==> config.mk <==
export PLATFORM = sky130hd
export DESIGN_NAME = commit_trace_buffer
export DESIGN_NICKNAME = d
export VERILOG_FILES = /design/src/rtl/trace_pkg.sv /design/src/rtl/trace_fifo.sv /design/src/rtl/commit_trace_buffer.sv
export SDC_FILE = /design/constraint.sdc
export NUM_CORES = 1
export LEC_CHECK = 0
export BUFFER_PORTS_ARGS = -buffer_cell sky130_fd_sc_hd__buf_2
export CORE_UTILIZATION = 60
export CTS_BUF_LIST = sky130_fd_sc_hd__clkbuf_4 sky130_fd_sc_hd__clkbuf_8
export DETAILED_ROUTE_END_ITERATION = 10
export GPL_TIMING_DRIVEN = 0
export PLACE_DENSITY = 0.8
export SLEW_MARGIN = 40
export SYNTH_ARGS = -nofsm -noshare
export SYNTH_HDL_FRONTEND = slang
export SYNTH_SLANG_ARGS = --single-unit
==> constraint.sdc <==
create_clock -name clk -period 13.6 [get_ports clk]
set_clock_uncertainty 0.15 [all_clocks]
set_input_delay 2.04 -clock clk [delete_from_list [all_inputs] [get_ports clk]]
set_output_delay 2.04 -clock clk [all_outputs]
set_load 0.02 [all_outputs]
==> src/rtl/trace_pkg.sv <==
// Shared entry type and field widths for the commit trace buffer.
// Defining TRACE_TIMESTAMP_EN adds a 32-bit cycle stamp (ts) to every entry.
package trace_pkg;

  localparam int REG_NUM_W = 32'd5;
  localparam int ADDR_W    = 32'd9;
  localparam int TDATA_W   = 32'd32;
  localparam int TS_W      = 32'd32;

  typedef struct packed {
`ifdef TRACE_TIMESTAMP_EN
    logic [TS_W-1:0]      ts;
`endif
    logic                 rw;
    logic                 ms;
    logic                 ml;
    logic [REG_NUM_W-1:0] reg_num;
    logic [ADDR_W-1:0]    addr;
    logic [TDATA_W-1:0]   reg_data;
    logic [TDATA_W-1:0]   mem_data;
  } trace_entry_t;

endpackage

==> src/rtl/trace_fifo.sv <==
// Circular-buffer FIFO with occupancy counter; a push into a full FIFO is
// only taken when the head is popped on the same edge, otherwise it is dropped.
module trace_fifo
  import trace_pkg::*;
#(
  parameter int  DEPTH = 16,
  parameter type T     = trace_entry_t
) (
  input  logic                   clk,
  input  logic                   reset,
  input  logic                   i_push,
  input  logic                   i_pop,
  input  T                       i_data,
  output T                       o_data,
  output logic                   o_valid,
  output logic                   o_drop,
  output logic [$clog2(DEPTH):0] o_level
);

  localparam int PTR_W = $clog2(DEPTH);

  T                 r_mem [DEPTH];
  logic [PTR_W-1:0] r_wr_ptr;
  logic [PTR_W-1:0] r_rd_ptr;
  logic [PTR_W:0]   r_level;
  logic             w_full;
  logic             w_pop;
  logic             w_push;

  // Push/pop qualification; pops on an empty FIFO are ignored.
  always_comb begin
    w_full = (r_level == (PTR_W+1)'(DEPTH));
    w_pop  = i_pop & (r_level != '0);
    w_push = i_push & (~w_full | w_pop);
    o_drop = i_push & w_full & ~w_pop;
  end

  // Storage is deliberately left without reset so it can map onto RAM.
  always_ff @(posedge clk) begin
    if (w_push && reset) begin
      r_mem[r_wr_ptr] <= i_data;
    end
  end

  // Pointer and occupancy state; pointers wrap naturally since DEPTH is 2^n.
  always_ff @(posedge clk) begin
    if (!reset) begin
      r_wr_ptr <= '0;
      r_rd_ptr <= '0;
      r_level  <= '0;
    end else begin
      if (w_push) begin
        r_wr_ptr <= r_wr_ptr + PTR_W'(1);
      end
      if (w_pop) begin
        r_rd_ptr <= r_rd_ptr + PTR_W'(1);
      end
      case ({w_push, w_pop})
        2'b10:   r_level <= r_level + (PTR_W+1)'(1);
        2'b01:   r_level <= r_level - (PTR_W+1)'(1);
        default: r_level <= r_level;
      endcase
    end
  end

  // Head presentation; an empty FIFO shows an all-zero entry.
  always_comb begin
    o_valid = (r_level != '0);
    o_level = r_level;
    if (o_valid) begin
      o_data = r_mem[r_rd_ptr];
    end else begin
      o_data = '0;
    end
  end

endmodule

==> src/rtl/commit_trace_buffer.sv <==
// Captures core writeback and data-memory events into a trace FIFO with loss
// accounting. Optional macro TRACE_TIMESTAMP_EN stamps entries with a cycle count.
module commit_trace_buffer
  import trace_pkg::*;
#(
  parameter int DEPTH  = 16,
  parameter int DATA_W = 32
) (
  input  logic                   clk,
  input  logic                   reset,
  input  logic                   trace_en,
  input  logic                   reg_write_sig,
  input  logic [4:0]             reg_num,
  input  logic [DATA_W-1:0]      reg_data,
  input  logic                   wr,
  input  logic                   rd,
  input  logic [8:0]             addr,
  input  logic [DATA_W-1:0]      wr_data,
  input  logic [DATA_W-1:0]      rd_data,
  output logic                   trace_valid,
  input  logic                   trace_ready,
  output trace_entry_t           trace_entry,
  output logic                   overflow,
  output logic [15:0]            drop_count,
  output logic [$clog2(DEPTH):0] level
);

  logic         w_rw;
  logic         w_event;
  logic         w_drop;
  trace_entry_t w_entry;
  logic         r_overflow;
  logic [15:0]  r_drop_count;

`ifdef TRACE_TIMESTAMP_EN
  logic [TS_W-1:0] r_cycle;

  // Free-running cycle stamp, wraps at 2^32.
  always_ff @(posedge clk) begin
    if (!reset) begin
      r_cycle <= '0;
    end else begin
      r_cycle <= r_cycle + 32'd1;
    end
  end
`endif

  // Event classification and entry formatting; unused fields are zeroed.
  always_comb begin
    w_rw             = reg_write_sig & (reg_num != 5'd0);
    w_event          = trace_en & (w_rw | wr | rd);
    w_entry          = '0;
    w_entry.rw       = w_rw;
    w_entry.ms       = wr;
    w_entry.ml       = rd;
    if (w_rw) begin
      w_entry.reg_num  = reg_num;
      w_entry.reg_data = TDATA_W'(reg_data);
    end else begin
      w_entry.reg_num  = 5'd0;
      w_entry.reg_data = '0;
    end
    if (wr | rd) begin
      w_entry.addr = addr;
    end else begin
      w_entry.addr = 9'd0;
    end
    // A simultaneous store and load reports the store data.
    if (wr) begin
      w_entry.mem_data = TDATA_W'(wr_data);
    end else if (rd) begin
      w_entry.mem_data = TDATA_W'(rd_data);
    end else begin
      w_entry.mem_data = '0;
    end
`ifdef TRACE_TIMESTAMP_EN
    w_entry.ts = r_cycle;
`endif
  end

  trace_fifo #(
    .DEPTH (DEPTH),
    .T     (trace_entry_t)
  ) u_fifo (
    .clk     (clk),
    .reset   (reset),
    .i_push  (w_event),
    .i_pop   (trace_ready),
    .i_data  (w_entry),
    .o_data  (trace_entry),
    .o_valid (trace_valid),
    .o_drop  (w_drop),
    .o_level (level)
  );

  // Sticky loss flag and saturating drop counter.
  always_ff @(posedge clk) begin
    if (!reset) begin
      r_overflow   <= 1'b0;
      r_drop_count <= 16'd0;
    end else if (w_drop) begin
      r_overflow <= 1'b1;
      if (r_drop_count != 16'hFFFF) begin
        r_drop_count <= r_drop_count + 16'd1;
      end else begin
        r_drop_count <= r_drop_count;
      end
    end else begin
      r_overflow   <= r_overflow;
      r_drop_count <= r_drop_count;
    end
  end

  assign overflow   = r_overflow;
  assign drop_count = r_drop_count;

endmodule

==> flow_metrics.env <==
export IMPL_status="finished, final reports clean"
export IMPL_max_freq_mhz=157
export IMPL_finalInstanceArea_sq_um=60300
export IMPL_drive_above_1_share_pct=35.0
export IMPL_p_per_area_nw_per_um2=158
export IMPL_grt_max_degree=26
export IMPL_hold_buffers=0
export IMPL_seqPwrFrac_pct=48.0
export IMPL_combPwrFrac_pct=19.7
export IMPL_min_period_ns=6.39
export IMPL_die_y_microns=296
export IMPL_cts_resized=0
export IMPL_min_path_type="register to register"
export IMPL_fin_nets=3107
export IMPL_synth_fp_nets=2537
export IMPL_coreArea_sq_um=85300
export IMPL_ys_async_sr_fraction_pct=0
export IMPL_cts_max_path_buffers=3
export IMPL_multi_input_area_sq_um=11600
export IMPL_die_w_microns=296
export IMPL_p_sw_share_pct=28.7
export IMPL_drt_total_wl_mm=131
export IMPL_slew_headroom_pct=40.6
export IMPL_vias=28128
export IMPL_cp_required_ns=11.41
export IMPL_rr_startpoint="u_fifo.o_level[2]"
export IMPL_post_route_period_util_pct=47.0
export IMPL_fillCellCount=4805
export IMPL_reg2reg_slack_ns=9.79
export IMPL_crit_chain="buf_2 -> buf_2 -> buf_2 -> clkbuf_1 -> o211ai_1 -> o22ai_1 -> buf_2"
export IMPL_hold_viol=0
export IMPL_yosys_warnings=0
export IMPL_p_sw_mw=2.74
export IMPL_placed_area_sq_um=56600
export IMPL_avgSynthCellArea_sq_um=21.5
export IMPL_cp_max_fo=10
export IMPL_min_from="overflow"
export IMPL_syn_to_final_growth_pct=16.7
export IMPL_worstSetupEndpointType="output pin"
export IMPL_clkTransAtPathRegs_ns=0.06
export IMPL_syn_area_sq_um=51700
export IMPL_cap_violations=0
export IMPL_min_to="overflow"
export IMPL_dp_hpwl_mm=87.1
export IMPL_rsz0062_at_grt="no"
export IMPL_peakVddDrop_uv=94.1
export IMPL_wl_met2_mm=65.3
export IMPL_ys_seq_elements=1330
export IMPL_top_layer_used="met5"
export IMPL_first_global_vias=28798
export IMPL_power_mw=9.55
export IMPL_seqCellArea_sq_um=39600
export IMPL_dieArea_sq_um=87400
export IMPL_io_buffers=219
export IMPL_clkSinkCount=1330
export IMPL_cpMaxStageDelayCell="clkbuf_1"
export IMPL_worstMarginPinSlew_ns=0.891
export IMPL_post_cts_setup_buffers=0
export IMPL_synthCells=2411
export IMPL_viasPerCell=6.56
export IMPL_gp_congestion=0.821
export IMPL_slew_viol_final=0
export IMPL_pwr_share_clk_pct=32.3
export IMPL_wl_met1_mm=46.4
export IMPL_clk_latency_ns=0.85
export IMPL_setup_viol=0
export IMPL_wl_per_cell_microns=30.5
export IMPL_antenna_found_initial=6
export IMPL_start_util_pct=60.7
export IMPL_io_pins=221
export IMPL_synth_distinct_cells=51
export IMPL_cp_arrival_ns=4.20
export IMPL_startpoint_type="register"
export IMPL_synthFlopType="edfxtp_1"
export IMPL_rr_endpoint="u_fifo.r_mem[1][41]"
export IMPL_path_common_cell="buf_2"
export IMPL_ff2ff_path_depth=11
export IMPL_cts_tree="yes"
export IMPL_ant_nets=0
export IMPL_ys_seq_area_share_pct=76.6
export IMPL_fin_setup_tns_ns=0
export IMPL_p_int_mw=6.81
export IMPL_dr_pass1_iters=8
export IMPL_grt_first_pass_wirelength_mm=188
export IMPL_gr_total_overflow=0
export IMPL_wl_met3_mm=13.5
export IMPL_cts_max_level=4
export IMPL_cp_slowest_stage_delay_ns=0.68
export IMPL_rows=107
export IMPL_first_iter_violations=3682
export IMPL_p_leak_nw=19.6
export IMPL_grt_usage_pct=30.5
export IMPL_cts_buffers=195
export IMPL_critPathKind="register to output pin"
export IMPL_cts_root_buffer="clkbuf_8"
export IMPL_synth_edf_count=1296
export IMPL_post_route_drc_count=0
export IMPL_min_path_cells=2
## stage by stage
stage          instances  hold slack, ns  worst slack [ns]  utilization [%]
2_1_floorplan       2411           0.339              4.44                -
3_3_place_gp        3774           0.326             -2.99             63.6
3_5_place_dp        3926           0.354              7.59             66.3
4_1_cts             4283           0.372              7.24             70.7
5_1_grt             4287           0.398              7.24             70.8
6_report            4287           0.375              7.21             70.8
## synthesized netlist by cell type, drive strengths merged, types with 2 or more instances
master | n | area (sq um)
a21boi | 6 | 45.0
a21oi | 4 | 20.0
a22o | 32 | 280
a31oi | 2 | 12.5
a32oi | 11 | 96.3
and2 | 52 | 325
and3 | 2 | 12.5
and4 | 2 | 17.5
buf | 67 | 339
clkbuf | 75 | 282
dfxtp | 34 | 681
edfxtp | 1296 | 38900
ha | 9 | 113
inv | 6 | 22.5
mux2 | 23 | 259
mux2i | 197 | 1970
mux4 | 290 | 6530
nand2 | 64 | 240
nand2b | 8 | 50.1
nand3 | 26 | 130
nand4 | 8 | 50.1
nor2 | 17 | 66.3
nor2b | 16 | 100
nor3 | 7 | 40.0
nor4 | 11 | 114
o2111ai | 2 | 17.5
o211ai | 23 | 173
o21ai | 6 | 30.0
o22ai | 83 | 519
or3 | 3 | 18.8
xnor2 | 7 | 61.3
xor2 | 12 | 105
## per-layer routing
metal	global-route usage (%)	vias up
li1	-	11281
met1	39.8	14382
met2	50.1	2082
met3	6.27	381
met4	14.0	2
met5	0	-
## sequential cells by signal (all words and copies together) (netlist names), named ones only
signal           cells
u_fifo.r_wr_ptr      4
u_fifo.o_level       5
u_fifo.r_mem      1296
u_fifo.r_rd_ptr      4
overflow             1
drop_count          16
## kinds of logic (layout without fill, tap and decap cells)
family / after synthesis / after routing / synth area share, %
AOI/OAI and AO/OA: 174 / 174 / 2.39
xor gates and xnor gates: 19 / 19 / 0.322
adders and majority gates: 9 / 9 / 0.218
buffers and inverters: 148 / 878 / 1.24
DFF: 1330 / 1330 / 76.6
muxes: 510 / 510 / 16.9
other: 0 / 2 / 0
and+or+nand+nor: 221 / 221 / 2.33
## how the worst max path moves through the flow
stage | from | end | cells after the start
2_1_floorplan | wr | u_fifo.r_mem[3][0] | 6
3_3_place_gp | wr | u_fifo.r_mem[1][49] | 7
3_5_place_dp | wr | u_fifo.r_mem[1][48] | 12
4_1_cts | register | trace_entry[63] | 7
5_1_grt | register | trace_entry[63] | 7
6_report | register | trace_entry[63] | 7
## area by class of cell
cell class              count  share of cell area [%]
diodes                      2                 0.00829
plain buffers             142                    1.06
clock buffers             260                    5.29
clock inverters            97                   0.927
inverters                   6                  0.0373
multi-input cells         933                    19.3
flip-flops and latches   1330                    65.6
well taps                1144                    2.37
repair buffers            373                    5.44
## critical path, delay by kind of cell (launching register included)
family          cells  cell delay (ns)
buf+inv             5             2.20
flops               1             0.31
compound gates      2             0.80
## placed cells by master (no fill, tap or decap), types with 26 or more instances in the layout
| cell | synthesis | layout |
|---|---|---|
| buf_8 | 0 | 42 |
| edfxtp_1 | 1296 | 1296 |
| clkbuf_4 | 0 | 62 |
| mux4_2 | 290 | 290 |
| nand3_1 | 26 | 26 |
| buf_2 | 61 | 308 |
| clkinv_2 | 0 | 26 |
| mux2i_1 | 197 | 197 |
| clkbuf_1 | 75 | 62 |
| o22ai_1 | 83 | 83 |
| clkinv_1 | 0 | 53 |
| dfxtp_1 | 34 | 34 |
| buf_4 | 1 | 45 |
| nand2_1 | 64 | 64 |
| and2_1 | 52 | 52 |
| a22o_1 | 32 | 32 |
| buf_16 | 0 | 39 |
| clkbuf_8 | 0 | 198 |
## power groups by stage
stage                     logic [mW]  clock network (mW)  registers (mW)
final                           1.88                3.09            4.58
after global routing            1.97                3.28            4.58
after CTS                       1.88                3.10            4.58
after detailed placement        1.87                   0            4.67
after global placement          1.80                   0            4.68
after floorplan                 1.18                   0            4.67
Note: power is estimated with default switching activity, not from simulation.
